## src/rtl/uart_rx_cfg.sv

```systemverilog
// Configurable UART receiver: 3-sample majority per bit, parity/framing
// checks and line-break detection; one dout_vld strobe per frame.
//
// Ports:
//   clk        system clock
//   rst        async active-high reset
//   uart_rx    serial input, async to clk, idle high
//   dout       received word, LSB = first data bit
//   dout_vld   one-cycle strobe, dout and flags valid while high
//   parity_err parity mismatch (always 0 with no parity)
//   frame_err  a checked stop bit was sampled 0
//   break_det  data, parity and first stop bit were all 0
module uart_rx_cfg #(
  parameter int CLK_DIV   = 16,
  parameter int DATA_BITS = 8,
  parameter int PARITY    = 1,
  parameter int STOP_BITS = 1
) (
  input  logic                 clk,
  input  logic                 rst,
  input  logic                 uart_rx,
  output logic [DATA_BITS-1:0] dout,
  output logic                 dout_vld,
  output logic                 parity_err,
  output logic                 frame_err,
  output logic                 break_det
);

  localparam int CW = $clog2(CLK_DIV);
  localparam int BW = $clog2(DATA_BITS + 1);

  localparam logic [CW-1:0] C_MAX = CW'(CLK_DIV - 1);
  localparam logic [CW-1:0] C_S0  = CW'(CLK_DIV / 2 - 1);
  localparam logic [CW-1:0] C_S1  = CW'(CLK_DIV / 2);
  localparam logic [CW-1:0] C_DEC = CW'(CLK_DIV / 2 + 1);
  localparam logic [BW-1:0] B_LAST = BW'(DATA_BITS - 1);
  localparam logic [BW-1:0] S_LAST = BW'(STOP_BITS - 1);

  typedef enum logic [2:0] {
    IDLE,
    START,
    DATA,
    PAR,
    STOP,
    WAIT_IDLE
  } state_e;

  state_e state_q, state_d;

  logic                 sync1_q, rxs_q;
  logic [CW-1:0]        cnt_q, cnt_d;
  logic [BW-1:0]        bit_q, bit_d;
  logic [1:0]           smp_q, smp_d;
  logic [DATA_BITS-1:0] shift_q, shift_d;
  logic                 par_q, par_d;
  logic                 perr_q, perr_d;
  logic                 ferr_q, ferr_d;
  logic                 zero_q, zero_d;

  logic [DATA_BITS-1:0] dout_q, dout_d;
  logic                 vld_q, vld_d;
  logic                 pe_q, pe_d;
  logic                 fe_q, fe_d;
  logic                 bd_q, bd_d;

  logic wrap, dec, maj, last_stop, par_exp;

  assign wrap = (cnt_q == C_MAX);
  assign dec  = (cnt_q == C_DEC);
  // third sample is the live rxs at the decision point
  assign maj  = (smp_q[0] & smp_q[1]) |
                (smp_q[0] & rxs_q) |
                (smp_q[1] & rxs_q);
  assign par_exp   = (PARITY == 2) ? ~par_q : par_q;
  assign last_stop = (state_q == STOP) && dec &&
                     (bit_q == S_LAST);

  always_ff @(posedge clk or posedge rst) begin
    if (rst) begin
      sync1_q <= 1'b1;
      rxs_q   <= 1'b1;
    end else begin
      sync1_q <= uart_rx;
      rxs_q   <= sync1_q;
    end
  end

  always_ff @(posedge clk or posedge rst) begin
    if (rst) state_q <= IDLE;
    else     state_q <= state_d;
  end

  always_comb begin
    state_d = state_q;
    unique case (state_q)
      IDLE:
        if (!rxs_q) state_d = START;
      START:
        if (dec && maj)  state_d = IDLE;
        else if (wrap)   state_d = DATA;
      DATA:
        if (wrap && bit_q == B_LAST)
          state_d = (PARITY != 0) ? PAR : STOP;
      PAR:
        if (wrap) state_d = STOP;
      STOP:
        // leave at the last decision point so a
        // following start edge can arrive early
        if (last_stop)
          state_d = zero_d ? WAIT_IDLE : IDLE;
      WAIT_IDLE:
        if (rxs_q) state_d = IDLE;
      default:
        state_d = IDLE;
    endcase
  end

  always_comb begin
    cnt_d   = cnt_q;
    bit_d   = bit_q;
    smp_d   = smp_q;
    shift_d = shift_q;
    par_d   = par_q;
    perr_d  = perr_q;
    ferr_d  = ferr_q;
    zero_d  = zero_q;
    if (state_q == IDLE) begin
      cnt_d  = '0;
      bit_d  = '0;
      par_d  = 1'b0;
      perr_d = 1'b0;
      ferr_d = 1'b0;
      zero_d = 1'b1;
    end else if (state_q != WAIT_IDLE) begin
      cnt_d = wrap ? '0 : cnt_q + CW'(1);
      if (cnt_q == C_S0) smp_d[0] = rxs_q;
      if (cnt_q == C_S1) smp_d[1] = rxs_q;
    end
    if (dec) begin
      if (state_q == DATA) begin
        shift_d = {maj, shift_q[DATA_BITS-1:1]};
        par_d   = par_q ^ maj;
        zero_d  = zero_q & ~maj;
      end
      if (state_q == PAR) begin
        perr_d = (maj != par_exp);
        zero_d = zero_q & ~maj;
      end
      if (state_q == STOP) begin
        if (!maj) ferr_d = 1'b1;
        // only the first stop bit counts towards break
        if (bit_q == '0) zero_d = zero_q & ~maj;
      end
    end
    if (wrap) begin
      if (state_q == DATA)
        bit_d = (bit_q == B_LAST) ? '0 : bit_q + BW'(1);
      if (state_q == STOP)
        bit_d = bit_q + BW'(1);
    end
  end

  always_ff @(posedge clk or posedge rst) begin
    if (rst) begin
      cnt_q   <= '0;
      bit_q   <= '0;
      smp_q   <= '0;
      shift_q <= '0;
      par_q   <= 1'b0;
      perr_q  <= 1'b0;
      ferr_q  <= 1'b0;
      zero_q  <= 1'b1;
    end else begin
      cnt_q   <= cnt_d;
      bit_q   <= bit_d;
      smp_q   <= smp_d;
      shift_q <= shift_d;
      par_q   <= par_d;
      perr_q  <= perr_d;
      ferr_q  <= ferr_d;
      zero_q  <= zero_d;
    end
  end

  always_comb begin
    vld_d  = last_stop;
    dout_d = dout_q;
    pe_d   = pe_q;
    fe_d   = fe_q;
    bd_d   = bd_q;
    if (last_stop) begin
      dout_d = shift_q;
      pe_d   = perr_q;
      fe_d   = ferr_d;
      bd_d   = zero_d;
    end
  end

  always_ff @(posedge clk or posedge rst) begin
    if (rst) begin
      dout_q <= '0;
      vld_q  <= 1'b0;
      pe_q   <= 1'b0;
      fe_q   <= 1'b0;
      bd_q   <= 1'b0;
    end else begin
      dout_q <= dout_d;
      vld_q  <= vld_d;
      pe_q   <= pe_d;
      fe_q   <= fe_d;
      bd_q   <= bd_d;
    end
  end

  assign dout       = dout_q;
  assign dout_vld   = vld_q;
  assign parity_err = pe_q;
  assign frame_err  = fe_q;
  assign break_det  = bd_q;

endmodule

```

## config.mk

```make
export PLATFORM = sky130hd
export DESIGN_NAME = uart_rx_cfg
export DESIGN_NICKNAME = d
export VERILOG_FILES = /design/src/rtl/uart_rx_cfg.sv
export SDC_FILE = /design/constraint.sdc
export NUM_CORES = 1
export LEC_CHECK = 0
export ABC_AREA = 1
export CAP_MARGIN = 15
export CORE_MARGIN = 3
export CORE_UTILIZATION = 51
export DETAILED_ROUTE_END_ITERATION = 10
export GPL_TIMING_DRIVEN = 0
export PLACE_DENSITY = 0.81
export SLEW_MARGIN = 20
export SYNTH_ARGS = -nofsm -noshare
export SYNTH_HDL_FRONTEND = slang
export SYNTH_SLANG_ARGS = --single-unit
```

## constraint.sdc

```tcl
create_clock -name clk -period 1.3 [get_ports clk]
set_input_delay 0.325 -clock clk [delete_from_list [all_inputs] [get_ports clk]]
set_output_delay 0.325 -clock clk [all_outputs]
set_load 0.05 [all_outputs]
```

==> metrics.cfg <==
[power_and_ir_drop]
switching_power_mw=1.55
totalPowerFinal_mw=3.70
cellInternalPower_mw=2.15
power.share.clock_pct=16.7
pwr-share-comb_pct=40.5
p_per_area_nw_per_um2=1450
p_leak_nw=1.25
pwr-share-seq_pct=42.8
netSwitchingFraction_pct=41.9
vdd_ir_drop_max_mv=1.12

[drt]
post_drt_wl_per_cell_um=15.4
final_antenna_net_count=0
detailedRoute.firstPassIterationCount=4
via_count=1607
drt_wl_total_mm=4.72
dr.first_iter.drc_count=165
vias_per_cell=5.23
drc=0

[synthesis]
synthTopCellsByArea=sky130_fd_sc_hd__dfrtp_1, sky130_fd_sc_hd__nand2_1, sky130_fd_sc_hd__o21ai_0, sky130_fd_sc_hd__inv_1, sky130_fd_sc_hd__dfstp_2
post_synth.cell_area_avg_sq_um=8.47
synth.distinct_cells=28
synth_top_cell_by_area=sky130_fd_sc_hd__dfrtp_1
netlist_area_sq_um=1850
yosys_warnings=0
synth_seq_cells=39
ys_seq_area_share_pct=53.1
post_synth_inst_count=218
synthesis.nets=226
synth_top_area_share_pct=48.8

[sta]
maxSlewViolCount=0
slew_headroom_pct=71.6
setup_viol=34
period_minus_slack_ns=1.62
worst_slew_pin_slew_ns=0.425
fin_skew_ns=0.0198
grt_setup_unrepaired=true
final_min_period_over_clock_period_pct=125
hold_viol=0
setup_total_negative_slack_ns=-5.39
achievable-frequency_mhz=617
layout_setup_ws_ns=-0.322

[floorplanning]
core_box_area_sq_um=3420
height_of_the_die_um=66.2
floorplan.initialDensity_pct=54.0
die_w_um=66.2
placement_rows=21
num_io_pins=15
die_area_sq_um=4380

[layout]
multi_input_comb_area_sq_um=960
drive_gt1_share_pct=43.7
stdcell_area_sq_um=2550
antenna-diode-count=0
number_of_nets_in_the_finished_design=268
sequential_cell_area_sq_um=985
final_cells=307
num-fill-cells=210
area_growth_syn_to_layout_pct=38.2

[critical_path]
worst_setup_path_start_kind=flop
worst_ep_arrival_time_ns=1.88
crit_fanout=4
cp-end-kind=flop
critPathRequiredTime_ns=1.56
timing.setup.critical_path_class=reg2reg

[place]
io_buffer_count=14
placed_cell_area_sq_um=2100
detailed_place_hpwl_mm=2.54
gp_congestion=0.838
dp.cells=279

[clock_network]
clock_pin_slew_on_the_worst_setup_and_hold_paths_ns=0.13
htree_levels=2
clock_tree.root_cell=sky130_fd_sc_hd__clkbuf_4
max-clock-path-buffers=2
tritoncts_clock_tree=yes
worst_skew_pair.late_latency_ns=0.36
tritoncts.num_buffers=5
tritoncts_num_sinks=39

[run_status]
outcome=finished, violations left
violated_checks=setup timing

[grt]
grt_first_pass_wirelength_mm=6.26
track_usage_pct=18.7
maximum_number_of_pins_on_one_net_before_global_route_repair=23
antenna_found_initial=0
grt_pass1_vias=1386
globalRouteOverflowTotal=0

[worst_hold_path]
hp-class=in2async

[run]
maxCapViolations=0

[cells by family (layout without fill, tap and decap cells)]
family	Yosys count	after routing	synth area share (%)
and+or+nand+nor	98	98	23.6
DFF	39	39	53.1
muxes	1	1	0.542
xor gates and xnor gates	3	3	1.42
AOI/OAI and AO/OA	35	35	9.97
adders and majority gates	5	5	3.39
buffers and inverters	37	80	8.00
[Yosys cell counts (all sizes together)]
cell type	count
xnor2	1
inv	34
mux2i	1
nor3b	1
nor3	1
nor2	16
buf	2
o21ai	26
o22ai	2
ha	5
a21oi	5
xor2	2
nand3	10
and2	1
nand2	67
dfrtp	36
dfstp	3
nand4	2
a22o	1
clkbuf	1
o21bai	1
[state kept, by name (all words and copies together), names as in the netlist, 2 cells and up]
signal	cells
dout	8
state_q	3
cnt_q	4
smp_q	2
bit_q	4
shift_q	8
[worst paths after layout]
path,startpoint,end,slack [ns],cells after the start
max,cnt_q[1],state_q[2],-0.32,12
min,rst,dout[4],0.26,2
max reg2reg,cnt_q[1],state_q[2],-0.32,12
min reg2reg,sync1_q,rxs_q,0.36,0
max in group asynchronous,rst,sync1_q,0.50,3
min in group clk,sync1_q,rxs_q,0.36,0
[worst max-delay path, stage by stage (launching register included)]
cell                      delay [ns]
sky130_fd_sc_hd__dfrtp_1        0.42
sky130_fd_sc_hd__inv_2          0.09
sky130_fd_sc_hd__ha_4           0.14
sky130_fd_sc_hd__nand3_4        0.12
sky130_fd_sc_hd__nor2_4         0.15
sky130_fd_sc_hd__nand2_4        0.09
sky130_fd_sc_hd__buf_6          0.14
sky130_fd_sc_hd__nand2_4        0.06
sky130_fd_sc_hd__nand2_2        0.06
sky130_fd_sc_hd__nand2_2        0.07
sky130_fd_sc_hd__nand2_1        0.06
sky130_fd_sc_hd__nand2_1        0.07
sky130_fd_sc_hd__nand2_1        0.06
[routing by layer]
metal / part of all wire, % / GRT usage (%) / routed length [um]
met1: 40 / 25.3 / 1890
met2: 54 / 29.5 / 2530
met3: 3.8 / 5.44 / 180
met4: 2.5 / 4.31 / 119
met5: 0 / 0 / 0
[area by class of cell]
type	count	share of cell area, %
plain buffers	2	0.883
clock buffers	5	1.47
clock inverters	3	0.589
inverters	34	5.10
multi-input cells	142	37.6
flip-flops and latches	39	38.6
well taps	46	2.26
repair buffers	36	13.4
[power by group through the flow]
| stage | sequential (mW) | combinational [mW] | clock (mW) |
|---|---|---|---|
| after floorplan | 1.56 | 0.829 | 0 |
| after global placement | 1.56 | 1.02 | 0 |
| after detailed placement | 1.56 | 1.07 | 0 |
| after CTS | 1.55 | 1.18 | 0.612 |
| after global routing | 1.61 | 1.67 | 0.663 |
| final | 1.58 | 1.50 | 0.618 |
[through the flow]
step	utilization (%)	hold WS, ns	worst slack [ns]
floorplan	-	0.329	-0.101
global placement	60.6	0.347	-0.828
detailed placement	61.4	0.350	-0.264
CTS	67.0	0.284	-0.265
global route	74.7	0.294	-0.396
finish	74.7	0.258	-0.322
[repair_timing]
item                                    CTS  global route
endpoints found under the setup margin   44            42
pin swaps                                 7            14
resized for setup                       104            61
hold buffers                              0             0
cloned                                    0             1
buffers inserted                          9            12
[placed cells by master, fill, tap and decap left out, types with 2 or more instances in the layout]
master,count
sky130_fd_sc_hd__nand2_1,44
sky130_fd_sc_hd__dfrtp_1,32
sky130_fd_sc_hd__inv_1,25
sky130_fd_sc_hd__buf_4,21
sky130_fd_sc_hd__o21ai_0,13
sky130_fd_sc_hd__buf_6,12
sky130_fd_sc_hd__nand2_2,12
sky130_fd_sc_hd__nand2_4,11
sky130_fd_sc_hd__nor2_2,8
sky130_fd_sc_hd__inv_2,8
sky130_fd_sc_hd__o21ai_2,8
sky130_fd_sc_hd__nand3_1,7
sky130_fd_sc_hd__o21ai_1,5
sky130_fd_sc_hd__clkbuf_4,5
sky130_fd_sc_hd__nor2_4,4
sky130_fd_sc_hd__nor2_1,4
sky130_fd_sc_hd__dfrtp_2,4
sky130_fd_sc_hd__a21oi_1,3
sky130_fd_sc_hd__ha_1,3
sky130_fd_sc_hd__clkinv_2,3
sky130_fd_sc_hd__dfstp_2,3
sky130_fd_sc_hd__nand3_2,2
sky130_fd_sc_hd__nand4_1,2
sky130_fd_sc_hd__xor2_1,2
sky130_fd_sc_hd__ha_4,2
sky130_fd_sc_hd__clkdlybuf4s50_1,2
(Power assumes the default switching activity.)
